File: src/rtl/rob_multi_if.sv
// rob_multi_if: shared types and the dispatch/writeback/commit/recovery bus of the reorder buffer.
package rob_multi_pkg;
    localparam int ROB_SIZE = 16;
    localparam int ROB_W = $clog2(ROB_SIZE);
    localparam int PHYS_W = 6;
    localparam int EPOCH_W = 3;
    localparam int ARCH_W = 5;
    localparam int PC_W = 32;

    typedef enum logic [2:0] {
        UOP_ALU,
        UOP_BRANCH,
        UOP_JUMP,
        UOP_LOAD,
        UOP_STORE
    } uop_class_t;

    typedef struct packed {
        uop_class_t        uop_class;
        logic              uses_rd;
        logic [ARCH_W-1:0] rd_arch;
        logic [PC_W-1:0]   pc;
    } decoded_bundle_t;

    typedef struct packed {
        logic [ROB_W-1:0]   rob_idx;
        logic [EPOCH_W-1:0] epoch;
        logic               is_branch;
        logic               mispredict;
    } fu_wb_t;

    typedef struct packed {
        logic               valid;
        logic               done;
        logic               mispredict;
        logic [EPOCH_W-1:0] epoch;
        logic               is_branch;
        logic               is_load;
        logic               is_store;
        logic               uses_rd;
        logic [ARCH_W-1:0]  rd_arch;
        logic [PHYS_W-1:0]  pd_new;
        logic [PHYS_W-1:0]  pd_old;
        logic [PC_W-1:0]    pc;
    } rob_entry_t;
endpackage

interface rob_multi_if #(
    parameter int ALLOC_W   = 2,
    parameter int WB_W      = 2,
    parameter int COMMIT_W  = 2,
    parameter int RECOVER_W = 2,
    parameter int ROB_W_P   = rob_multi_pkg::ROB_W,
    parameter int PHYS_W_P  = rob_multi_pkg::PHYS_W
);
    import rob_multi_pkg::*;

    logic [ALLOC_W-1:0]                     alloc_valid;
    logic                                   alloc_ready;
    decoded_bundle_t [ALLOC_W-1:0]          alloc_bundle;
    logic [ALLOC_W-1:0][PHYS_W_P-1:0]       alloc_pd_new;
    logic [ALLOC_W-1:0][PHYS_W_P-1:0]       alloc_pd_old;
    logic [ALLOC_W-1:0][ROB_W_P-1:0]        alloc_rob_idx;
    logic [WB_W-1:0]                        wb_valid;
    fu_wb_t [WB_W-1:0]                      wb_pkt;
    logic                                   wb_ready;
    logic [COMMIT_W-1:0]                    commit_valid;
    logic                                   commit_ready;
    rob_entry_t [COMMIT_W-1:0]              commit_entry;
    logic [COMMIT_W-1:0][ROB_W_P-1:0]       commit_rob_idx;
    logic                                   flush_valid;
    logic                                   mispredict_fire;
    logic [RECOVER_W-1:0]                   recover_valid;
    rob_entry_t [RECOVER_W-1:0]             recover_entry;
    logic [RECOVER_W-1:0][ROB_W_P-1:0]      recover_rob_idx;
    logic [ROB_W_P:0]                       occupancy;
    logic [EPOCH_W-1:0]                     global_epoch;

    modport master (
        output alloc_valid, alloc_bundle, alloc_pd_new, alloc_pd_old,
        output wb_valid, wb_pkt, commit_ready, flush_valid,
        input  alloc_ready, alloc_rob_idx, wb_ready, commit_valid, commit_entry, commit_rob_idx,
        input  mispredict_fire, recover_valid, recover_entry, recover_rob_idx, occupancy, global_epoch
    );

    modport slave (
        input  alloc_valid, alloc_bundle, alloc_pd_new, alloc_pd_old,
        input  wb_valid, wb_pkt, commit_ready, flush_valid,
        output alloc_ready, alloc_rob_idx, wb_ready, commit_valid, commit_entry, commit_rob_idx,
        output mispredict_fire, recover_valid, recover_entry, recover_rob_idx, occupancy, global_epoch
    );
endinterface

File: src/rtl/rob_multi.sv
// rob_multi: superscalar reorder buffer with in-order alloc/commit, out-of-order completion
// and epoch-tagged youngest-first walk-back on branch mispredict.
module rob_multi
    import rob_multi_pkg::*;
#(
    parameter int ROB_SIZE_P = ROB_SIZE,
    parameter int ROB_W_P    = $clog2(ROB_SIZE_P),
    parameter int PHYS_W_P   = PHYS_W,
    parameter int ALLOC_W    = 2,
    parameter int WB_W       = 2,
    parameter int COMMIT_W   = 2,
    parameter int RECOVER_W  = 2
) (
    input logic     clk,
    input logic     rst,
    rob_multi_if.slave io
);
    typedef enum logic {NORMAL, RECOVERY} state_t;
    typedef logic [ROB_W_P-1:0] idx_t;
    typedef logic [ROB_W_P:0]   cnt_t;

    rob_entry_t                ent [ROB_SIZE_P];
    rob_entry_t [ALLOC_W-1:0]  new_ent;
    idx_t                      head, tail, tail_nx, rec_tgt, tgt, age, best_age;
    idx_t [WB_W-1:0]           wb_idx;
    cnt_t                      occ, n_alloc, n_commit, n_rec, rem;
    logic [EPOCH_W-1:0]        epoch;
    logic [WB_W-1:0]           hit, mp;
    logic                      recovering, found, blk;
    state_t                    state, state_nx;

    assign io.occupancy = occ;
    assign io.global_epoch = epoch;

    always_comb begin
        recovering = state == RECOVERY;
        io.alloc_ready = !rst && !recovering && occ <= cnt_t'(ROB_SIZE_P - ALLOC_W);
        io.wb_ready = !(recovering || io.flush_valid);
        n_alloc = '0;
        new_ent = '0;
        for (int i = 0; i < ALLOC_W; i++) begin
            io.alloc_rob_idx[i] = tail + idx_t'(i);
            new_ent[i].valid = 1'b1;
            new_ent[i].epoch = epoch;
            new_ent[i].is_branch = io.alloc_bundle[i].uop_class inside {UOP_BRANCH, UOP_JUMP};
            new_ent[i].is_load = io.alloc_bundle[i].uop_class == UOP_LOAD;
            new_ent[i].is_store = io.alloc_bundle[i].uop_class == UOP_STORE;
            new_ent[i].uses_rd = io.alloc_bundle[i].uses_rd;
            new_ent[i].rd_arch = io.alloc_bundle[i].rd_arch;
            new_ent[i].pd_new = PHYS_W'(io.alloc_pd_new[i][PHYS_W_P-1:0]);
            new_ent[i].pd_old = PHYS_W'(io.alloc_pd_old[i][PHYS_W_P-1:0]);
            new_ent[i].pc = io.alloc_bundle[i].pc;
            n_alloc = n_alloc + cnt_t'(io.alloc_ready && io.alloc_valid[i]);
        end
        // Completion only counts against a live entry of the same epoch; the oldest mispredict wins.
        hit = '0;
        mp = '0;
        found = 1'b0;
        age = '0;
        best_age = '0;
        tgt = head;
        for (int p = 0; p < WB_W; p++) begin
            wb_idx[p] = idx_t'(io.wb_pkt[p].rob_idx);
            hit[p] = io.wb_valid[p] && io.wb_ready && ent[wb_idx[p]].valid
                     && ent[wb_idx[p]].epoch == io.wb_pkt[p].epoch;
            mp[p] = hit[p] && io.wb_pkt[p].is_branch && io.wb_pkt[p].mispredict;
            age = wb_idx[p] - head;
            if (mp[p] && (!found || age < best_age)) begin
                found = 1'b1;
                best_age = age;
                tgt = wb_idx[p];
            end
        end
        io.mispredict_fire = |mp;
        // A store or a resolved mispredict closes the commit group after itself.
        blk = recovering;
        n_commit = '0;
        io.commit_valid = '0;
        for (int k = 0; k < COMMIT_W; k++) begin
            io.commit_rob_idx[k] = head + idx_t'(k);
            io.commit_entry[k] = ent[io.commit_rob_idx[k]];
            io.commit_valid[k] = !blk && io.commit_entry[k].valid
                                 && (io.commit_entry[k].done || io.commit_entry[k].is_store)
                                 && cnt_t'(k) < occ;
            blk = blk || !io.commit_valid[k] || io.commit_entry[k].is_store
                  || (io.commit_entry[k].done && io.commit_entry[k].mispredict);
            n_commit = n_commit + cnt_t'(io.commit_ready && io.commit_valid[k]);
        end
        rem = cnt_t'(idx_t'(tail - rec_tgt - idx_t'(1)));
        n_rec = '0;
        io.recover_valid = '0;
        for (int j = 0; j < RECOVER_W; j++) begin
            io.recover_rob_idx[j] = tail - idx_t'(j + 1);
            io.recover_entry[j] = ent[io.recover_rob_idx[j]];
            io.recover_valid[j] = recovering && cnt_t'(j) < rem;
            n_rec = n_rec + cnt_t'(io.recover_valid[j]);
        end
        tail_nx = tail + idx_t'(n_alloc) - idx_t'(n_rec);
        state_nx = recovering ? (tail_nx == rec_tgt + idx_t'(1) ? NORMAL : RECOVERY)
                              : (io.mispredict_fire && tail_nx != tgt + idx_t'(1) ? RECOVERY : NORMAL);
    end

    always_ff @(posedge clk or posedge rst) begin
        if (rst) begin
            state <= NORMAL;
            head <= '0;
            tail <= '0;
            occ <= '0;
            epoch <= '0;
            rec_tgt <= '0;
            for (int i = 0; i < ROB_SIZE_P; i++) begin
                ent[i].valid <= 1'b0;
                ent[i].done <= 1'b0;
            end
        end else if (io.flush_valid) begin
            state <= NORMAL;
            head <= '0;
            tail <= '0;
            occ <= '0;
            epoch <= '0;
            rec_tgt <= '0;
            for (int i = 0; i < ROB_SIZE_P; i++) begin
                ent[i].valid <= 1'b0;
                ent[i].done <= 1'b0;
            end
        end else begin
            state <= state_nx;
            head <= head + idx_t'(n_commit);
            tail <= tail_nx;
            occ <= occ + n_alloc - n_commit - n_rec;
            if (io.mispredict_fire) begin
                epoch <= epoch + EPOCH_W'(1);
                rec_tgt <= tgt;
            end
            for (int i = 0; i < ALLOC_W; i++)
                if (io.alloc_ready && io.alloc_valid[i]) ent[io.alloc_rob_idx[i]] <= new_ent[i];
            for (int p = 0; p < WB_W; p++)
                if (hit[p]) begin
                    ent[wb_idx[p]].done <= 1'b1;
                    ent[wb_idx[p]].mispredict <= mp[p];
                end
            for (int k = 0; k < COMMIT_W; k++)
                if (io.commit_ready && io.commit_valid[k]) begin
                    ent[io.commit_rob_idx[k]].valid <= 1'b0;
                    ent[io.commit_rob_idx[k]].done <= 1'b0;
                end
            for (int j = 0; j < RECOVER_W; j++)
                if (io.recover_valid[j]) begin
                    ent[io.recover_rob_idx[j]].valid <= 1'b0;
                    ent[io.recover_rob_idx[j]].done <= 1'b0;
                end
        end
    end
endmodule
File: src/flat_wrapper.sv
// flat-port wrapper written by rule: the top's interface ports become plain ports
module rob_multi_flat import rob_multi_pkg::*;
#(
    parameter int ROB_SIZE_P = ROB_SIZE,
    parameter int ROB_W_P    = $clog2(ROB_SIZE_P),
    parameter int PHYS_W_P   = PHYS_W,
    parameter int ALLOC_W    = 2,
    parameter int WB_W       = 2,
    parameter int COMMIT_W   = 2,
    parameter int RECOVER_W  = 2
)
  (clk, rst, io_alloc_valid, io_alloc_bundle, io_alloc_pd_new, io_alloc_pd_old, io_wb_valid, io_wb_pkt, io_commit_ready, io_flush_valid, io_alloc_ready, io_alloc_rob_idx, io_wb_ready, io_commit_valid, io_commit_entry, io_commit_rob_idx, io_mispredict_fire, io_recover_valid, io_recover_entry, io_recover_rob_idx, io_occupancy, io_global_epoch);
  rob_multi_if #(.ALLOC_W(ALLOC_W), .WB_W(WB_W), .COMMIT_W(COMMIT_W), .RECOVER_W(RECOVER_W), .ROB_W_P(ROB_W_P), .PHYS_W_P(PHYS_W_P)) io_i ();
  input logic clk;
  input logic rst;
  input wire logic [$bits(io_i.alloc_valid)-1:0] io_alloc_valid;
  input wire logic [$bits(io_i.alloc_bundle)-1:0] io_alloc_bundle;
  input wire logic [$bits(io_i.alloc_pd_new)-1:0] io_alloc_pd_new;
  input wire logic [$bits(io_i.alloc_pd_old)-1:0] io_alloc_pd_old;
  input wire logic [$bits(io_i.wb_valid)-1:0] io_wb_valid;
  input wire logic [$bits(io_i.wb_pkt)-1:0] io_wb_pkt;
  input wire logic [$bits(io_i.commit_ready)-1:0] io_commit_ready;
  input wire logic [$bits(io_i.flush_valid)-1:0] io_flush_valid;
  output wire logic [$bits(io_i.alloc_ready)-1:0] io_alloc_ready;
  output wire logic [$bits(io_i.alloc_rob_idx)-1:0] io_alloc_rob_idx;
  output wire logic [$bits(io_i.wb_ready)-1:0] io_wb_ready;
  output wire logic [$bits(io_i.commit_valid)-1:0] io_commit_valid;
  output wire logic [$bits(io_i.commit_entry)-1:0] io_commit_entry;
  output wire logic [$bits(io_i.commit_rob_idx)-1:0] io_commit_rob_idx;
  output wire logic [$bits(io_i.mispredict_fire)-1:0] io_mispredict_fire;
  output wire logic [$bits(io_i.recover_valid)-1:0] io_recover_valid;
  output wire logic [$bits(io_i.recover_entry)-1:0] io_recover_entry;
  output wire logic [$bits(io_i.recover_rob_idx)-1:0] io_recover_rob_idx;
  output wire logic [$bits(io_i.occupancy)-1:0] io_occupancy;
  output wire logic [$bits(io_i.global_epoch)-1:0] io_global_epoch;
  assign io_i.alloc_valid = io_alloc_valid;
  assign io_i.alloc_bundle = io_alloc_bundle;
  assign io_i.alloc_pd_new = io_alloc_pd_new;
  assign io_i.alloc_pd_old = io_alloc_pd_old;
  assign io_i.wb_valid = io_wb_valid;
  assign io_i.wb_pkt = io_wb_pkt;
  assign io_i.commit_ready = io_commit_ready;
  assign io_i.flush_valid = io_flush_valid;
  assign io_alloc_ready = io_i.alloc_ready;
  assign io_alloc_rob_idx = io_i.alloc_rob_idx;
  assign io_wb_ready = io_i.wb_ready;
  assign io_commit_valid = io_i.commit_valid;
  assign io_commit_entry = io_i.commit_entry;
  assign io_commit_rob_idx = io_i.commit_rob_idx;
  assign io_mispredict_fire = io_i.mispredict_fire;
  assign io_recover_valid = io_i.recover_valid;
  assign io_recover_entry = io_i.recover_entry;
  assign io_recover_rob_idx = io_i.recover_rob_idx;
  assign io_occupancy = io_i.occupancy;
  assign io_global_epoch = io_i.global_epoch;
  rob_multi #(.ROB_SIZE_P(ROB_SIZE_P), .ROB_W_P(ROB_W_P), .PHYS_W_P(PHYS_W_P), .ALLOC_W(ALLOC_W), .WB_W(WB_W), .COMMIT_W(COMMIT_W), .RECOVER_W(RECOVER_W)) u_core (.clk(clk), .rst(rst), .io(io_i));
endmodule
File: config.mk
export PLATFORM = sky130hd
export DESIGN_NAME = rob_multi_flat
export DESIGN_NICKNAME = d
export VERILOG_FILES = /design/src/rtl/rob_multi_if.sv /design/src/rtl/rob_multi.sv /design/src/flat_wrapper.sv
export SDC_FILE = /design/constraint.sdc
export NUM_CORES = 2
export LEC_CHECK = 0
export BUFFER_PORTS_ARGS = -buffer_cell sky130_fd_sc_hd__buf_2
export CAP_MARGIN = 20
export CORE_MARGIN = 3
export CORE_UTILIZATION = 60
export DETAILED_ROUTE_END_ITERATION = 7
export PLACE_DENSITY = 0.82
export SLEW_MARGIN = 5
export SYNTH_ARGS = -nofsm -noshare
export SYNTH_HDL_FRONTEND = slang
export SYNTH_SLANG_ARGS = --single-unit
export TNS_END_PERCENT = 10
File: constraint.sdc
create_clock -name clk -period 8.8 [get_ports clk]
set_input_delay 0.88 -clock clk [delete_from_list [all_inputs] [get_ports clk]]
set_output_delay 0.88 -clock clk [all_outputs]
set_load 0.02 [all_outputs]
Word level (Yosys, flattened, before mapping)
Index checks and enable logic that the tools add are counted.
{"block": "word_totals", "ff_bits": 965, "wordCells": 421}
{"block": "op_classes", "reduce_logical": 53, "n_eq_ne": 12, "muxes": 106, "order_cmp": 22, "n_bitwise": 10, "addsub": 20}
{"cell": "944-bit 2-to-1 mux", "n": 15}
{"cell": "944-bit bitwise mux", "n": 14}
{"cell": "59-bit demux with 4-bit select", "n": 14}
{"cell": "59-bit binary-select mux with 4-bit select", "n": 6}
{"cell": "59-bit 2-to-1 mux", "n": 18}
{"cell": "58-bit 2-to-1 mux", "n": 6}
{"cell": "57-bit 2-to-1 mux", "n": 2}
{"cell": "5-bit >= comparator, second input constant", "n": 8}
{"cell": "5-bit by 1-bit less-than comparator with 1-bit output, second input constant", "n": 8}
{"cell": "4-bit NOT with 5-bit output", "n": 8}
{"cell": "1-bit logical AND", "n": 35}
{"cell": "2-bit 2-to-1 mux", "n": 16}
{"cell": "4-bit 2-to-1 mux", "n": 7}
{"cell": "4-bit by 1-bit adder with 4-bit output, second input constant", "n": 4}
{"cell": "4-bit subtractor", "n": 4}
{"cell": "3-bit by 2-bit == test with 1-bit output, second input constant", "n": 4}
{"cell": "1-bit by 5-bit less-than comparator with 1-bit output, first input constant", "n": 2}
{"cell": "5-bit subtractor", "n": 2}
{"cell": "4-bit adder", "n": 2}
{"cell": "1-bit by 4-bit less-than comparator with 1-bit output, first input constant", "n": 2}
{"cell": "4-bit by 1-bit subtractor with 4-bit output, second input constant", "n": 2}
{"cell": "1-bit logical OR", "n": 7}
{"cell": "1-bit by 1-bit adder with 2-bit output", "n": 3}
{"cell": "3-bit by 1-bit == test with 1-bit output, second input constant", "n": 2}
{"cell": "other kinds (17)", "n": 32}

Depth between registers and ports, before layout
{"block": "depth", "depth_word": 35, "mapped_depth": 23, "depth_no_buf": 19}

Worst setup path after synthesis
OpenSTA, ideal clock, no wires.
{"block": "synth_timing", "path_type": "input to register", "startpoint": "in io_flush_valid", "endpoint": "reg u_core.ent[0] (netlist name) (enable)", "path_stages": 4, "path_slack_ns": -32.664, "arrival_ns": 39.237, "n_path_buf": 3, "t_required_ns": 6.573, "path_cell_list": "clkbuf_1 > clkbuf_1 > buf_1 > nor2_1"}
{"block": "synth_via", "elab_chain_len": 2}
{"item": "from (decl)", "line": "flat_wrapper.sv:23", "source": "input wire logic [$bits(io_i.flush_valid)-1:0] io_flush_valid;"}
{"item": "1-bit NOT (no source line)"}
{"item": "2-bit AND reduction (no source line)"}
{"item": "to (signal, indexed assignment)", "line": "rob_multi.sv:136", "source": "if (io.alloc_ready && io.alloc_valid[i]) ent[io.alloc_rob_idx[i]] <= new_ent[i];"}
{"item": "to (decl)", "line": "rob_multi.sv:22", "source": "rob_entry_t ent [ROB_SIZE_P];"}
No other way between the ends.
A chain may end at the register's enable or synchronous reset.

Final worst setup path
{"block": "layout_timing", "startpoint": "reg u_core.head[1]", "endpoint": "out io_commit_entry[83]"}
{"block": "layout_via", "elab_chain_len": 5}
{"item": "from (decl)", "line": "rob_multi.sv:24", "source": "idx_t head, tail, tail_nx, rec_tgt, tgt, age, best_age;"}
{"item": "from (signal assigned)", "line": "rob_multi.sv:128", "source": "head <= head + idx_t'(n_commit);"}
{"item": "4-bit by 1-bit adder with 4-bit output", "line": "rob_multi.sv:80", "source": "io.commit_rob_idx[k] = head + idx_t'(k);"}
{"item": "4-bit NOT with 5-bit output (not written as such)", "line": "rob_multi.sv:81", "source": "io.commit_entry[k] = ent[io.commit_rob_idx[k]];"}
{"item": "59-bit binary-select mux with 4-bit select", "line": "rob_multi.sv:81"}
{"item": "59-bit 2-to-1 mux (not written as such) (2 in a row)", "line": "rob_multi.sv:81"}
{"item": "to (decl)", "line": "flat_wrapper.sv:28", "source": "output wire logic [$bits(io_i.commit_entry)-1:0] io_commit_entry;"}
No other way between the ends. The select of a mux whose other input is x is not followed.

==> results.cfg <==
[cts]
clock-sinks = 965
cts_hold_buf = 0
path_clk_slew_ns = 0.06
cts_tree = done
cts_buffer_depth = 3
cts_buffers = 109
ctsResizeCount = 0
htree_levels = 3
clk_latency_ns = 0.78
cts_setup_buffers = 0
root_buffer = clkbuf_16

[critical_path]
critPathMaxFanout = 64
endpoint_kind = primary output
worstSetupPathType = reg -> out
worstPathRequired_ns = 7.92
crit_arrival_ns = 6.49
start_kind = flip-flop

[logic_synthesis]
postSynthAreaPerCell_um2 = 12.9
synth_area_leader_cell = edfxtp_1
synth_fp_nets = 6312
seq_area_frac_synth = 0.362
ys_top_cells_by_area = edfxtp_1 (35%), mux4_2 (34%), mux2i_1 (10%), a21oi_1 (5.7%), nor2_1 (4.6%)
netlist.area_leader.share = 0.346
synth_edf_count = 912
syn_inst = 6121
syn_area_mm2 = 0.0792
synth_flop_cell = edfxtp_1
async_flop_share = 0.0549
ys_types = 65
yosysWarningCount = 0
ys_ff_latch = 965

[floorplanning]
coreArea_mm2 = 0.130
die_width_um = 369
row_count = 132
start_util = 0.608
design.die.area_mm2 = 0.136
io_pins = 407
die-height_um = 369

[grt]
antenna_found_initial = 39
grtUsageTotal = 0.404
gr-total-overflow = 0
grt_pass1_vias = 61100
grt_max_degree = 172
grt_pass1_wl_um = 409000

[power]
p_leak_nw = 33.8
power.total_mw = 22.8
peakVddDrop_mv = 0.485
power_density_mw_per_mm2 = 267

[placement]
placed_area_mm2 = 0.0818
placed_cells = 7629
routabilityCongestion = 0.937
io_buffers = 406
dp_slack_ns = 2.00
place_hpwl_um = 159000

[run_status]
status = complete, but fails checks
violations = slew limit

[cells_and_area]
fin_util = 0.657
drive_above_1_share = 0.326
final_cells = 7869
syn_to_final_growth_pct = 8.10
finalInstanceArea_mm2 = 0.0857
fin_nets = 6194

[sta]
finalCritPeriodShare = 0.838
clock_skew_ns = 0.0384
fin_ws_ns = 1.43
maxSlewHeadroom = -0.0152
tns_ns = 0
hold_violations = 0
finalCriticalPeriod_ns = 7.37
worstMarginPinSlew_ns = 1.52
rsz0062_at_grt = false
setup_viol = 0
hold_ws_ns = 0.350
final_max_slew_viol_count = 39
fmax_ghz = 0.136

[drt]
wl_per_cell_um = 35.4
dr.pass1.iters = 7
drc = 0
drtAntennaViolNets = 0
route.vias.total = 63100
drtIter0Drc = 12800
drt_wl_total_um = 278000
vias_per_cell = 8.01

[run]
maxCapViolations = 0

[min_path]
min_path_type = in -> async
[path summary, 6_finish.rpt]
| kind | from | endpoint | slack [ns] | cells after the start |
|---|---|---|---|---|
| max in group asynchronous | rst | u_core.head[0]$_DFF_PP0_ | 7.89 | 3 |
| setup / recovery | u_core.head[1]$_DFF_PP0_ | io_commit_entry[83] | 1.43 | 7 |
| setup reg to reg | u_core.head[1]$_DFF_PP0_ | u_core.io.occupancy[4]$_DFF_PP0_ | 1.85 | 17 |
| hold reg to reg | u_core.rec_tgt[2]$_DFFE_PP0P_ | u_core.rec_tgt[2]$_DFFE_PP0P_ | 0.61 | 2 |
| hold / removal | rst | u_core.io.occupancy[2]$_DFF_PP0_ | 0.35 | 3 |
| min in group clk | u_core.rec_tgt[2]$_DFFE_PP0P_ | u_core.rec_tgt[2]$_DFFE_PP0P_ | 0.61 | 2 |
[cell usage after synthesis, types with 6 or more instances]
cell type / n
mux4_2: 1200
nor2_1: 961
edfxtp_1: 912
a21oi_1: 910
mux2i_1: 826
clkbuf_1: 481
buf_1: 229
nand2_1: 76
mux2_2: 67
dfrtp_1: 53
ha_1: 49
inv_1: 46
nand3_1: 33
xnor2_1: 25
nor2b_1: 17
o21a_1: 17
a221oi_1: 16
and3_1: 15
xor2_1: 15
a221o_1: 14
o21ai_0: 14
a311oi_1: 11
fa_1: 10
nor3_1: 10
and2_1: 9
mux4_1: 9
a21o_1: 8
buf_2: 8
a31oi_1: 6
nand2b_1: 6
[layout by cell type (no fill, tap or decap), types with 8 or more instances in the layout]
cell        instances
nand2_4            32
clkbuf_16         110
bufinv_16          14
a221oi_1           16
a21o_1              8
a21oi_1           910
ha_1               46
mux2_2             67
clkinv_1           26
and2_1              9
mux4_1              9
diode_2            31
nor2_1            960
buf_12             11
inv_1              44
and3_1             15
clkinv_2           16
o21ai_0            14
a311oi_1           11
nor3_1             10
nand3_1            33
inv_6              10
dfrtp_1            48
clkinvlp_4         10
buf_4              73
clkbuf_1           13
a221o_1            14
o21a_1             17
xnor2_1            23
mux4_2           1200
mux2i_1           826
nand2_1            44
fa_1               10
xor2_1             15
edfxtp_1          912
buf_2             406
nor2b_1            17
[cells by family (layout without fill, tap and decap cells)]
logic type	count (synthesis)	in the layout	synth area share
compound gates	1030	1030	0.0697
xor+xnor	43	43	0.00504
fa+ha+maj	59	59	0.0103
buf+inv	775	750	0.0372
flops	965	965	0.362
mux	2104	2104	0.458
other cells	0	31	0
simple gates	1145	1145	0.0572
[registers in the layout, indices dropped and copies added (netlist names)]
signal / cells
u_core.io.occupancy: 5
u_core.io.global_epoch: 3
u_core.rec_tgt: 4
u_core.tail: 4
u_core.recovering: 1
u_core.head: 4
u_core.ent: 944
[area by class of cell]
class	count	area [um^2]
multi-input cells	4381	47900
repair buffers	495	2920
flip-flops and latches	965	28700
diodes	31	77.6
clock buffers	128	2870
well taps	1742	2180
fillers	8956	44600
inverters	51	211
clock inverters	76	778
[power by group]
| part | switching (mW) | total [mW] | internal (mW) |
|---|---|---|---|
| Sequential | 0.452 | 5.89 | 5.43 |
| Clock | 2.08 | 4.82 | 2.74 |
| Combinational | 6.93 | 12.1 | 5.21 |
| Total | 9.46 | 22.8 | 13.4 |
[worst max-delay path, cell delays in order, from the launching register on]
cell and delay [ns]:
dfrtp_4 1.13, inv_1 0.43, ha_4 0.98, buf_4 0.75, buf_4 0.94, mux4_2 0.61, mux4_2 0.56, buf_2 0.20
[metal layers]
metal  up-vias  track usage  wire length [um]
li1      24400            -                 -
met1     30600        0.504             84000
met2      6682        0.593            126000
met3      1360        0.148             47000
met4        22        0.271             21600
met5         -            0               154
Power figures use the tool's default switching activity.
